===== src/rtl/uart_tx_pkg.sv =====
// Shared types and constants for the 16-bit-bus UART transmitter.
package uart_tx_pkg;

    typedef enum logic [2:0] {
        StIdle,
        StStart,
        StData,
        StParity,
        StStop
    } tx_state_e;

    localparam int unsigned DefaultBaudDiv = 2604;

    localparam logic [2:0] AddrData   = 3'd0;
    localparam logic [2:0] AddrStatus = 3'd2;
    localparam logic [2:0] AddrCtrl   = 3'd4;

    localparam int unsigned StatBusyBit  = 0;
    localparam int unsigned StatFullBit  = 1;
    localparam int unsigned StatEmptyBit = 2;
    localparam int unsigned StatCountLsb = 3;
    localparam int unsigned StatOvfBit   = 6;

    localparam int unsigned CtrlIrqEnBit = 0;
    localparam int unsigned CtrlParEnBit = 1;

    // STATUS only has a 3-bit count field.
    function automatic logic [2:0] sat_count3(input int unsigned cnt);
        logic [2:0] res;
        res = (cnt > 32'd7) ? 3'd7 : cnt[2:0];
        return res;
    endfunction

endpackage


===== src/rtl/uart_tx_fifo.sv =====
// Byte-wide transmit FIFO with simultaneous push/pop; pushes while full are dropped.
module uart_tx_fifo #(
    parameter int unsigned Depth = 4,
    localparam int unsigned PtrW = $clog2(Depth),
    localparam int unsigned CntW = PtrW + 1
) (
    input  logic            clk_i,
    input  logic            rst_i,
    input  logic            push_i,
    input  logic [7:0]      data_i,
    input  logic            pop_i,
    output logic [7:0]      data_o,
    output logic            full_o,
    output logic            empty_o,
    output logic [CntW-1:0] count_o
);

    logic [7:0]      mem_q [Depth];
    logic [PtrW-1:0] wptr_q, rptr_q;
    logic [CntW-1:0] count_q;
    logic            do_push, do_pop;

    assign full_o  = (count_q == CntW'(Depth));
    assign empty_o = (count_q == '0);
    assign count_o = count_q;
    assign data_o  = mem_q[rptr_q];

    assign do_push = push_i & ~full_o;
    assign do_pop  = pop_i & ~empty_o;

    always_ff @(posedge clk_i or posedge rst_i) begin
        if (rst_i) begin
            wptr_q  <= '0;
            rptr_q  <= '0;
            count_q <= '0;
        end else begin
            if (do_push) wptr_q <= wptr_q + 1'b1;
            if (do_pop)  rptr_q <= rptr_q + 1'b1;
            case ({do_push, do_pop})
                2'b10:   count_q <= count_q + 1'b1;
                2'b01:   count_q <= count_q - 1'b1;
                default: ;
            endcase
        end
    end

    always_ff @(posedge clk_i) begin
        if (do_push) mem_q[wptr_q] <= data_i;
    end

endmodule


===== src/rtl/uart_tx16.sv =====
// UART transmitter on a 16-bit IO bus: DATA/STATUS/CTRL registers, byte FIFO,
// optional even parity and a level interrupt when the transmitter drains.
module uart_tx16 import uart_tx_pkg::*; #(
    parameter int unsigned BAUD_DIV   = DefaultBaudDiv,
    parameter int unsigned FIFO_DEPTH = 4
) (
    input  logic        clock,
    input  logic        reset,
    input  logic        uartctrl,
    input  logic        iowrite,
    input  logic        ioread,
    input  logic [2:0]  address,
    input  logic [15:0] wdata,
    output logic [15:0] rdata,
    output logic        txd,
    output logic        tx_irq
);

    localparam int unsigned CntW  = $clog2(FIFO_DEPTH) + 1;
    localparam int unsigned BaudW = $clog2(BAUD_DIV);
    localparam logic [BaudW-1:0] BaudMax = BaudW'(BAUD_DIV - 1);

    tx_state_e        state_q;
    logic [BaudW-1:0] baud_q;
    logic [2:0]       bit_q;
    logic [7:0]       shift_q;
    logic             parity_q, par_en_q;
    logic             txd_q, irq_q;
    logic [1:0]       ctrl_q;
    logic             ovf_q;

    logic            wr_data, wr_ctrl, rd_status, bit_end;
    logic            fifo_pop, fifo_full, fifo_empty;
    logic [7:0]      fifo_rdata;
    logic [CntW-1:0] fifo_count;
    logic [15:0]     status;
    logic            unused_wdata;

    assign wr_data   = uartctrl & iowrite & (address == AddrData);
    assign wr_ctrl   = uartctrl & iowrite & (address == AddrCtrl);
    assign rd_status = uartctrl & ioread & (address == AddrStatus);
    assign bit_end   = (baud_q == '0);
    assign unused_wdata = ^wdata[15:8];

    // Pop from idle, or back-to-back at the last cycle of a stop bit.
    assign fifo_pop = ~fifo_empty &
                      ((state_q == StIdle) | ((state_q == StStop) & bit_end));

    uart_tx_fifo #(
        .Depth (FIFO_DEPTH)
    ) u_fifo (
        .clk_i   (clock),
        .rst_i   (reset),
        .push_i  (wr_data),
        .data_i  (wdata[7:0]),
        .pop_i   (fifo_pop),
        .data_o  (fifo_rdata),
        .full_o  (fifo_full),
        .empty_o (fifo_empty),
        .count_o (fifo_count)
    );

    always_ff @(posedge clock or posedge reset) begin
        if (reset) begin
            ctrl_q <= '0;
            ovf_q  <= 1'b0;
        end else begin
            if (wr_ctrl) ctrl_q <= wdata[1:0];
            if (wr_data & fifo_full) ovf_q <= 1'b1;
            else if (rd_status)      ovf_q <= 1'b0;
        end
    end

    always_ff @(posedge clock or posedge reset) begin
        if (reset) begin
            state_q  <= StIdle;
            baud_q   <= '0;
            bit_q    <= '0;
            shift_q  <= '0;
            parity_q <= 1'b0;
            par_en_q <= 1'b0;
            txd_q    <= 1'b1;
            irq_q    <= 1'b0;
        end else begin
            irq_q <= ctrl_q[CtrlIrqEnBit] & fifo_empty & (state_q == StIdle);
            if (state_q != StIdle) baud_q <= bit_end ? BaudMax : baud_q - 1'b1;
            if (bit_end) begin
                unique case (state_q)
                    StIdle: txd_q <= 1'b1;
                    StStart: begin
                        state_q <= StData;
                        bit_q   <= '0;
                        txd_q   <= shift_q[0];
                        shift_q <= {1'b0, shift_q[7:1]};
                    end
                    StData: begin
                        if (bit_q == 3'd7) begin
                            if (par_en_q) begin
                                state_q <= StParity;
                                txd_q   <= parity_q;
                            end else begin
                                state_q <= StStop;
                                txd_q   <= 1'b1;
                            end
                        end else begin
                            bit_q   <= bit_q + 3'd1;
                            txd_q   <= shift_q[0];
                            shift_q <= {1'b0, shift_q[7:1]};
                        end
                    end
                    StParity: begin
                        state_q <= StStop;
                        txd_q   <= 1'b1;
                    end
                    StStop: begin
                        state_q <= StIdle;
                        txd_q   <= 1'b1;
                        baud_q  <= '0;
                    end
                    default: state_q <= StIdle;
                endcase
            end
            // A pop overrides the idle/stop transitions above with a new frame.
            if (fifo_pop) begin
                state_q  <= StStart;
                shift_q  <= fifo_rdata;
                parity_q <= ^fifo_rdata;
                par_en_q <= ctrl_q[CtrlParEnBit];
                txd_q    <= 1'b0;
                baud_q   <= BaudMax;
            end
        end
    end

    always_comb begin
        status = '0;
        status[StatBusyBit]         = (state_q != StIdle);
        status[StatFullBit]         = fifo_full;
        status[StatEmptyBit]        = fifo_empty;
        status[StatCountLsb +: 3]   = sat_count3(32'(fifo_count));
        status[StatOvfBit]          = ovf_q;
    end

    always_comb begin
        rdata = '0;
        if (uartctrl & ioread) begin
            case (address)
                AddrStatus: rdata = status;
                AddrCtrl:   rdata = {14'b0, ctrl_q};
                default:    rdata = '0;
            endcase
        end
    end

    assign txd    = txd_q;
    assign tx_irq = irq_q;

endmodule


===== config.mk =====
export PLATFORM = sky130hd
export DESIGN_NAME = uart_tx16
export DESIGN_NICKNAME = d
export VERILOG_FILES = /design/src/rtl/uart_tx_pkg.sv /design/src/rtl/uart_tx_fifo.sv /design/src/rtl/uart_tx16.sv
export SDC_FILE = /design/constraint.sdc
export NUM_CORES = 1
export LEC_CHECK = 0
export ABC_AREA = 1
export CAP_MARGIN = 20
export CORE_UTILIZATION = 55
export DETAILED_ROUTE_END_ITERATION = 8
export GPL_TIMING_DRIVEN = 0
export HOLD_SLACK_MARGIN = 0.08
export PLACE_DENSITY = 0.8
export SLEW_MARGIN = 20
export SYNTH_ARGS = -nofsm -noshare
export SYNTH_HDL_FRONTEND = slang
export SYNTH_SLANG_ARGS = --single-unit

===== constraint.sdc =====
create_clock -name clock -period 2.7 [get_ports clock]
set_input_delay 0.81 -clock clock [delete_from_list [all_inputs] [get_ports clock]]
set_output_delay 0.81 -clock clock [all_outputs]
set_load 0.05 [all_outputs]

Yosys cells after proc, flatten, opt, wreduce, memory -nomap -nowiden
Memories as Yosys holds them, arrays and structs flattened.
Index checks and enable logic that the tools add are counted.
{"block": "word_totals", "ramBits": 32, "register_bits": 40, "elab_cells": 94, "out_inout_bits": 18, "inputBits": 24, "n_memories": 1}
{"name": "u_fifo.mem_q", "depth": 4, "width": 8, "read_ports": 1, "rd_clocked_by_memory_dff": 0, "write_ports": 1, "line_no": "uart_tx_fifo.sv:18", "text": "logic [7:0] mem_q [Depth];"}
{"block": "op_classes", "muxes": 28, "n_eq_ne": 14, "reduce_logical": 17, "addsub": 6, "bitwise_logic": 15}
{"cell": "12-bit two-way mux", "count": 5}
{"cell": "8-bit two-way mux", "count": 3}
{"cell": "8-bit one-hot mux with 2 select lines", "count": 1}
{"cell": "3-bit two-way mux", "count": 5}
{"cell": "7-bit one-hot mux with 2 select lines", "count": 1}
{"cell": "1-bit bitwise AND", "count": 12}
{"cell": "3-bit == test (second input constant)", "count": 4}
{"cell": "12-bit zero test", "count": 1}
{"cell": "3-bit one-hot mux with 2 select lines", "count": 2}
{"cell": "3-bit one-hot mux with 4 select lines", "count": 1}
{"cell": "12-bit by 1-bit subtractor with 12-bit output (second input constant)", "count": 1}
{"cell": "3-bit by 2-bit == test with 1-bit output (second input constant)", "count": 3}
{"cell": "3-bit zero test", "count": 3}
{"cell": "3-bit AND reduction", "count": 3}
{"cell": "1-bit two-way mux", "count": 8}
{"cell": "2-bit nonzero test", "count": 4}
{"cell": "8-bit XOR reduction", "count": 1}
{"cell": "7-bit two-way mux", "count": 1}
{"cell": "3-bit by 1-bit adder with 3-bit output (second input constant)", "count": 2}
{"cell": "3-bit by 2-bit != test with 1-bit output (second input constant)", "count": 2}
{"cell": "3-bit nonzero test", "count": 2}
{"cell": "2-bit by 1-bit adder with 2-bit output (second input constant)", "count": 2}
{"cell": "4-bit nonzero test", "count": 1}
{"cell": "3-bit by 1-bit == test with 1-bit output (second input constant)", "count": 1}
{"cell": "other kinds (10)", "count": 11}

Depth between registers and ports, before layout
{"block": "logic_depth", "depth_word": 7, "mapped_depth": 14, "depth_no_buf": 13}

By module
A second synthesis with hierarchy kept.
{"block": "hier_totals", "hier_cells": 426, "hier_area_um2": 3826.2}
{"module": "uart_tx16", "n_inst": 1, "cells_each": 271, "area_per_inst_um2": 2070.7}
{"module": "uart_tx_fifo", "n_inst": 1, "cells_each": 155, "area_per_inst_um2": 1755.4}

Least setup slack after synthesis
No wires, ideal clock.
{"block": "synth_path", "path_kind": "input to output", "start": "input address[1]", "end": "output rdata[0]", "setup_slack_ns": -0.182, "stages": 4, "arrival_ns": 2.072, "n_path_buf": 0, "cell_sequence": "or2_2 > nor2_1 > nand2_1 > o22ai_1"}
{"block": "synth_between", "elab_chain_len": 3, "elab_cells_between_ends": 4, "cone_classes": "eq/ne: 2; mux: 2"}
{"element": "from (decl)", "line_no": "uart_tx16.sv:12", "text": "input logic [2:0] address,"}
{"element": "3-bit == test or 3-bit by 2-bit == test with 1-bit output (tied branches)", "line_no": "uart_tx16.sv:147", "text": "case (address)"}
{"element": "7-bit one-hot mux with 2 select lines (*)", "line_no": "uart_tx16.sv:147"}
{"element": "7-bit two-way mux (*)", "line_no": "uart_tx16.sv:146", "text": "if (uartctrl & ioread) begin"}
{"element": "to (decl)", "line_no": "uart_tx16.sv:14", "text": "output logic [15:0] rdata,"}
Mark *: on every way between the ends. The rest lies on a longest branch, timed or not.

Worst setup path in the final report
{"block": "layout_path", "start": "input address[2]", "end": "output rdata[0]"}
Same word-level chain as after synthesis.

==> results.toml <==
[setup_path]
crit_path_end_kind = "primary output"
crit_slowest_cell = "dlygate4sd2_1"
critPathMaxFanout = 5
cp.required_ns = 1.89
worstPathArrival_ns = 1.85
crit_path_cell_trace = "dlygate4sd2_1 -> inv_2 -> nand2_2 -> nor2_4 -> nand3_4 -> o22ai_2 -> buf_6"
path_buf_inv = 3
path_delay_family = "buffers and inverters"
crit_type = "input port to primary output"
r2r_slack_ns = 0.13
start_kind = "input port"
slowest_delay_ns = 0.26

[timing]
timing.final.ws_setup_ns = 0.0444
slew_headroom_pct = 48.0
tns_ns = 0
drv_slew = 0
period_share_pct = 98.4
min_period_ns = 2.66
report.final.hold_viol_count = 0
timing.fmax_mhz = 377
rsz0062_at_grt = "yes"
final-setup-viol-count = 0
skew_ns = 0.00768
worst_pin_slew_ns = 0.776

[clock_network]
cts_max_level = 3
clkLatencyLatePin_ns = 0.35
cts-buffers-inserted = 9
cts.sinks = 72
cts_root_buf = "clkbuf_8"
clockBufferDepth = 2
cts_tree = "yes"
clk_pin_slew_ns = 0.08
cts_hold_buffers = 0

[die]
core.rowCount = 29
die_x_um = 85.2
die_h_um = 85.2
start_util_pct = 58.3
die_area_sq_um = 7260
core_area_sq_um = 6530
ios = 42

[pwr]
ir_worst_vdd_mv = 0.445
leakagePower_nw = 2.05
powerDensity_nw_per_um2 = 565
power_mw = 2.54

[finish]
antenna_cells = 0
area_delta_synth_final_pct = 18.3
final_util_pct = 69.0
final_cells = 570
final_layout_size_suffix_gt1_share_pct = 18.1
n_fill_cell = 539
layout.nets = 521

[route]
drcViolationCount = 0
ant_nets = 0
wl_per_cell_um = 13.7
num_vias = 3030
first_pass_iters = 4
drtIter0Drc = 171
finalWirelength_um = 7820
viasPerCell = 5.32

[logic_synthesis]
synth_compound_area_share_pct = 4.37
ys_seq_area_share_pct = 51.6
synth_edf_count = 32
synth_simple_gate_area_share_pct = 29.4
yosys.cell_types.count = 39
synthCells = 441
synth-xor-area-share_pct = 2.07
synth-seq-cells = 72
synth_most_common_cell = "nand2_1"
synth.top_cell.area_share_pct = 25.6
synthMuxAreaShare_pct = 0.888
synth_top_cell_by_area = "dfrtp_1"
synthAdderAreaFrac_pct = 3.16
syn_avg_cell_area_sq_um = 8.63
yosys_warnings = 0
synth_top_family_by_area = "simple AND/OR/NAND/NOR gates"
ys.flop_type = "dfrtp_1"
synth_common_cells = "153 x nand2_1, 44 x nand3_1, 39 x dfrtp_1"
yosys-top-cells-area = "dfrtp_1 26%, edfxtp_1 25%, nand2_1 15%, nand3_1 5.8%, inv_1 3.5%"
async_flop_share_pct = 55.6
synth_area_sq_um = 3810

[global_routing]
first_global_vias = 2964
antenna_found_initial = 0
grt_usage_pct = 23.8
grt_max_degree = 32
grt_pass1_wl_um = 13300
grt_overflow = 0

[placement]
dpl.cell_count = 551
place_congestion = 0.859
dp_hpwl_um = 5500
port_buffers = 24
preCtsSetupSlack_ns = -0.954

[run]
cap_violations = 0

[status]
outcome = "complete, no violations"

[min_path]
hold_path_class = "register to register"
-- cell families (layout without fill, tap and decap cells) --
logic type / after synthesis / in the layout
simple gates: 255 / 255
buf+inv: 64 / 108
xor+xnor: 9 / 9
fa+ha+maj: 9 / 9
flops: 72 / 72
other cells: 1 / 9
compound gates: 28 / 28
mux: 3 / 3
-- worst min-delay path, cell delays in order (launching register included) --
cell,delay (ns)
dfrtp_1,0.35
nand2_1,0.06
nand2_1,0.06
-- state kept, by name, summed over array words and instances, names as in the netlist --
signal and cells:
u_fifo.mem_q 32, txd 1, ovf_q 1, u_fifo.count_o 3, bit_q 3, parity_q 1, ctrl_q 2, tx_irq 1
u_fifo.rptr_q 2, state_q 3, u_fifo.wptr_q 2, shift_q 8, baud_q 12, par_en_q 1
-- metal layers --
layer  part of all wire, %  global-route usage [%]  routed length, um  vias to the layer above
met5                     0                       0                  0                        -
met4                   2.3                    11.4                178                        0
met3                   3.6                    3.99                278                       18
met2                    51                    40.6               3980                       70
met1                    43                    29.5               3380                     1450
li1                      -                       -                  -                     1492
-- metrics by stage --
step                hold WS [ns]  cell area (sq um)
finish                     0.496               4500
CTS                        0.492               4480
floorplan                  0.449               3850
global placement           0.465               4190
detailed placement         0.472               4210
global route               0.509               4500
-- cells in the final DEF (no fill, tap or decap), drive strengths merged, types with 2 or more instances in the layout --
cell / netlist / routed
nand2: 156 / 156
ha: 8 / 8
dfrtp: 39 / 39
edfxtp: 32 / 32
dlygate4sd2: 0 / 4
o22ai: 2 / 2
bufinv: 0 / 3
mux2: 3 / 3
nor3: 7 / 7
clkdlybuf4s50: 0 / 12
clkinv: 1 / 4
conb: 1 / 9
clkbuf: 0 / 9
nand3: 47 / 47
xnor2: 2 / 2
inv: 46 / 46
o21ai: 17 / 17
xor2: 7 / 7
buf: 17 / 28
nor2: 41 / 41
a21oi: 6 / 6
-- final timing paths --
kind,startpoint,cells after the start,end
setup / recovery,address[2],7,rdata[0]
min in group asynchronous,reset,2,baud_q[2]
hold / removal,par_en_q,2,par_en_q
setup reg to reg,baud_q[0],14,u_fifo.count_o[2]
max in group asynchronous,reset,3,bit_q[1]
hold reg to reg,par_en_q,2,par_en_q
-- area by class of cell --
class	count	area (sq um)	area share (%)
multi-input combinational	313	1610	35.7
clock buffer	9	124	2.75
timing repair buffer	28	270	6.00
inverter	47	188	4.17
tap	77	96.3	2.14
sequential	72	1960	43.6
clock inverter	7	120	2.67
buffer	17	134	2.97
-- report_power, final --
part	switching (mW)	leakage [nW]	total, mW	internal (mW)
combinational	0.153	1.19	0.254	0.101
sequential	0.0484	0.747	1.25	1.20
clock	0.427	0.119	1.04	0.615
-- timing repair --
action	4_1_cts	5_1_grt
setup endpoints to repair	33	5
pin swaps	2	4
setup buffers	1	2
gates resized for setup	60	2
(Power assumes the default switching activity.)
==> edit, RTL diff (same settings) <==
Change the parameter `FIFO_DEPTH` from 4 to 8.
--- a/src/rtl/uart_tx16.sv
+++ b/src/rtl/uart_tx16.sv
@@ -3,5 +3,5 @@
 module uart_tx16 import uart_tx_pkg::*; #(
     parameter int unsigned BAUD_DIV   = DefaultBaudDiv,
-    parameter int unsigned FIFO_DEPTH = 4
+    parameter int unsigned FIFO_DEPTH = 8
 ) (
     input  logic        clock,
Function: changed (Yosys sat finds a counterexample within 10 cycles, from zero or initial values and one cycle with reset high).
==> edit against the original RTL <==
  * The run now ends with negative setup slack left
  * Sequential cell count rose by 35
  * Area after synthesis increased by 44%
  * Synthesized cell count up 41%
  * Fmax down 2.6%
  * Global-route usage up 0.33 points
  * First-iteration DRC count rose by 100%
  * Combinational power grew 48%
  * Total power up 28%
  * Cell count rose by 45%
  * Design area up 43%
  * Routed wire length rose by 57%
  * Setup slack got worse by 70 ps
  * Die area rose by 43%
==> edit: results (changes against the original RTL) <==
final setup margin -25.22 ps (was 44.38 ps); fin cells 825 (was 570); Setup TNS Final -25.22 ps (was 0 ps); Max stage delay on crit path 440 ps (was 260 ps); Avg WL per Cell 14.90 um (was 13.72 um); most used flip-flop cell after synthesis edfxtp_1 (was dfrtp_1); Clock Pin Slew Worst Setup and Hold Paths 110 ps (was 80 ps); Post-synth EDFFs 64 (was 32); first-pass iteration count of the detailed router 5 (was 4); Worst Setup SP baud_q[0] (was address[2]); RD Place Congestion 0.8403 (was 0.8589); reg2reg setup slack -30 ps (was 130 ps); Reg-to-Reg End u_fifo.count_o[3] (was u_fifo.count_o[2]); area grow syn2layout 18.04% (was 18.34%); largest net degree at the start of global routing 36 (was 32); Via density 5.335 (was 5.316); met2 usage 0.4090 (was 0.4062); 1st-iter DRT viols 345 (was 171); fraction of registers with async set/reset 0.4019 (was 0.5556); WL met1 5015 um (was 3384 um); average cell area after synthesis 8.783 um^2 (was 8.631 um^2); layout cells sized above 1 0.1647 (was 0.1805); Clock Skew 14.25 ps (was 7.675 ps); met3 Resource Use GR 0.04486 (was 0.03988); placed cell count 793 (was 551); status finished, violations left (was complete, no violations); Setup Viol. Count Final 1 (was 0); Post-synth top cells nand2_1 (189), inv_1 (106), edfxtp_1 (64) (was nand2_1 (153), nand3_1 (44), dfrtp_1 (39)); CP Class reg -> reg (was in -> out); first-pass GRT wire length 18820 um (was 13310 um); routed wl met3 859 um (was 278 um); Regs by FF count u_fifo.mem_q x64, baud_q x12, shift_q x8 (was u_fifo.mem_q x32, baud_q x12, shift_q x8); met2 WL 6184 um (was 3981 um); Clock Latency Late Sink 380 ps (was 350 ps); CP max FO 4 (was 5); gr usage total 0.2410 (was 0.2377); sequential share of the synthesized area 0.5481 (was 0.5158); Leak 3.056 nW (was 2.053 nW); Setup Buffers After CTS 6 (was 1); cell family with most CP delay simple AND/OR/NAND/NOR gates (was buffers and inverters); Synth Area in Adders 0.02195 (was 0.03156); DP Area 0.005988 mm^2 (was 0.004205 mm^2); failing checks negative setup slack; VDD IR max 0.4493 mV (was 0.4449 mV)
edit: worst min-delay path by stage:
stage / cells after the start / start / slack (ps) / endpoint
final: 2 / txd / 470 / txd
after global routing: 2 / txd / 500 / txd
after CTS: 2 / txd / 480 / txd
after detailed placement: 2 / txd / 460 / txd
after global placement: 2 / txd / 460 / txd
after floorplan: 2 / parity_q / 450 / parity_q
edit: where the power goes:
part	total [W]	internal, W	leakage (nW)	switching (W)
clock	0.000994	0.000434	0.0939	0.000561
sequential	0.00189	0.00180	1.07	0.0000931
combinational	0.000375	0.000130	1.90	0.000245
edit: cell type report:
type / count / share of cell area
Clock buffer: 9 / 0.01918
Inverter: 109 / 0.06490
Multi-Input combinational cell: 389 / 0.3198
Tap cell: 133 / 0.02577
Timing Repair Buffer: 46 / 0.06490
Sequential cell: 107 / 0.4644
Clock inverter: 7 / 0.01162
Buffer: 25 / 0.02945
edit: kinds of logic after synthesis:
logic type	Yosys count
simple gates	314
buf+inv	135
flops	107
compound gates	50
fa+ha+maj	9
xor+xnor	7
other cells	1
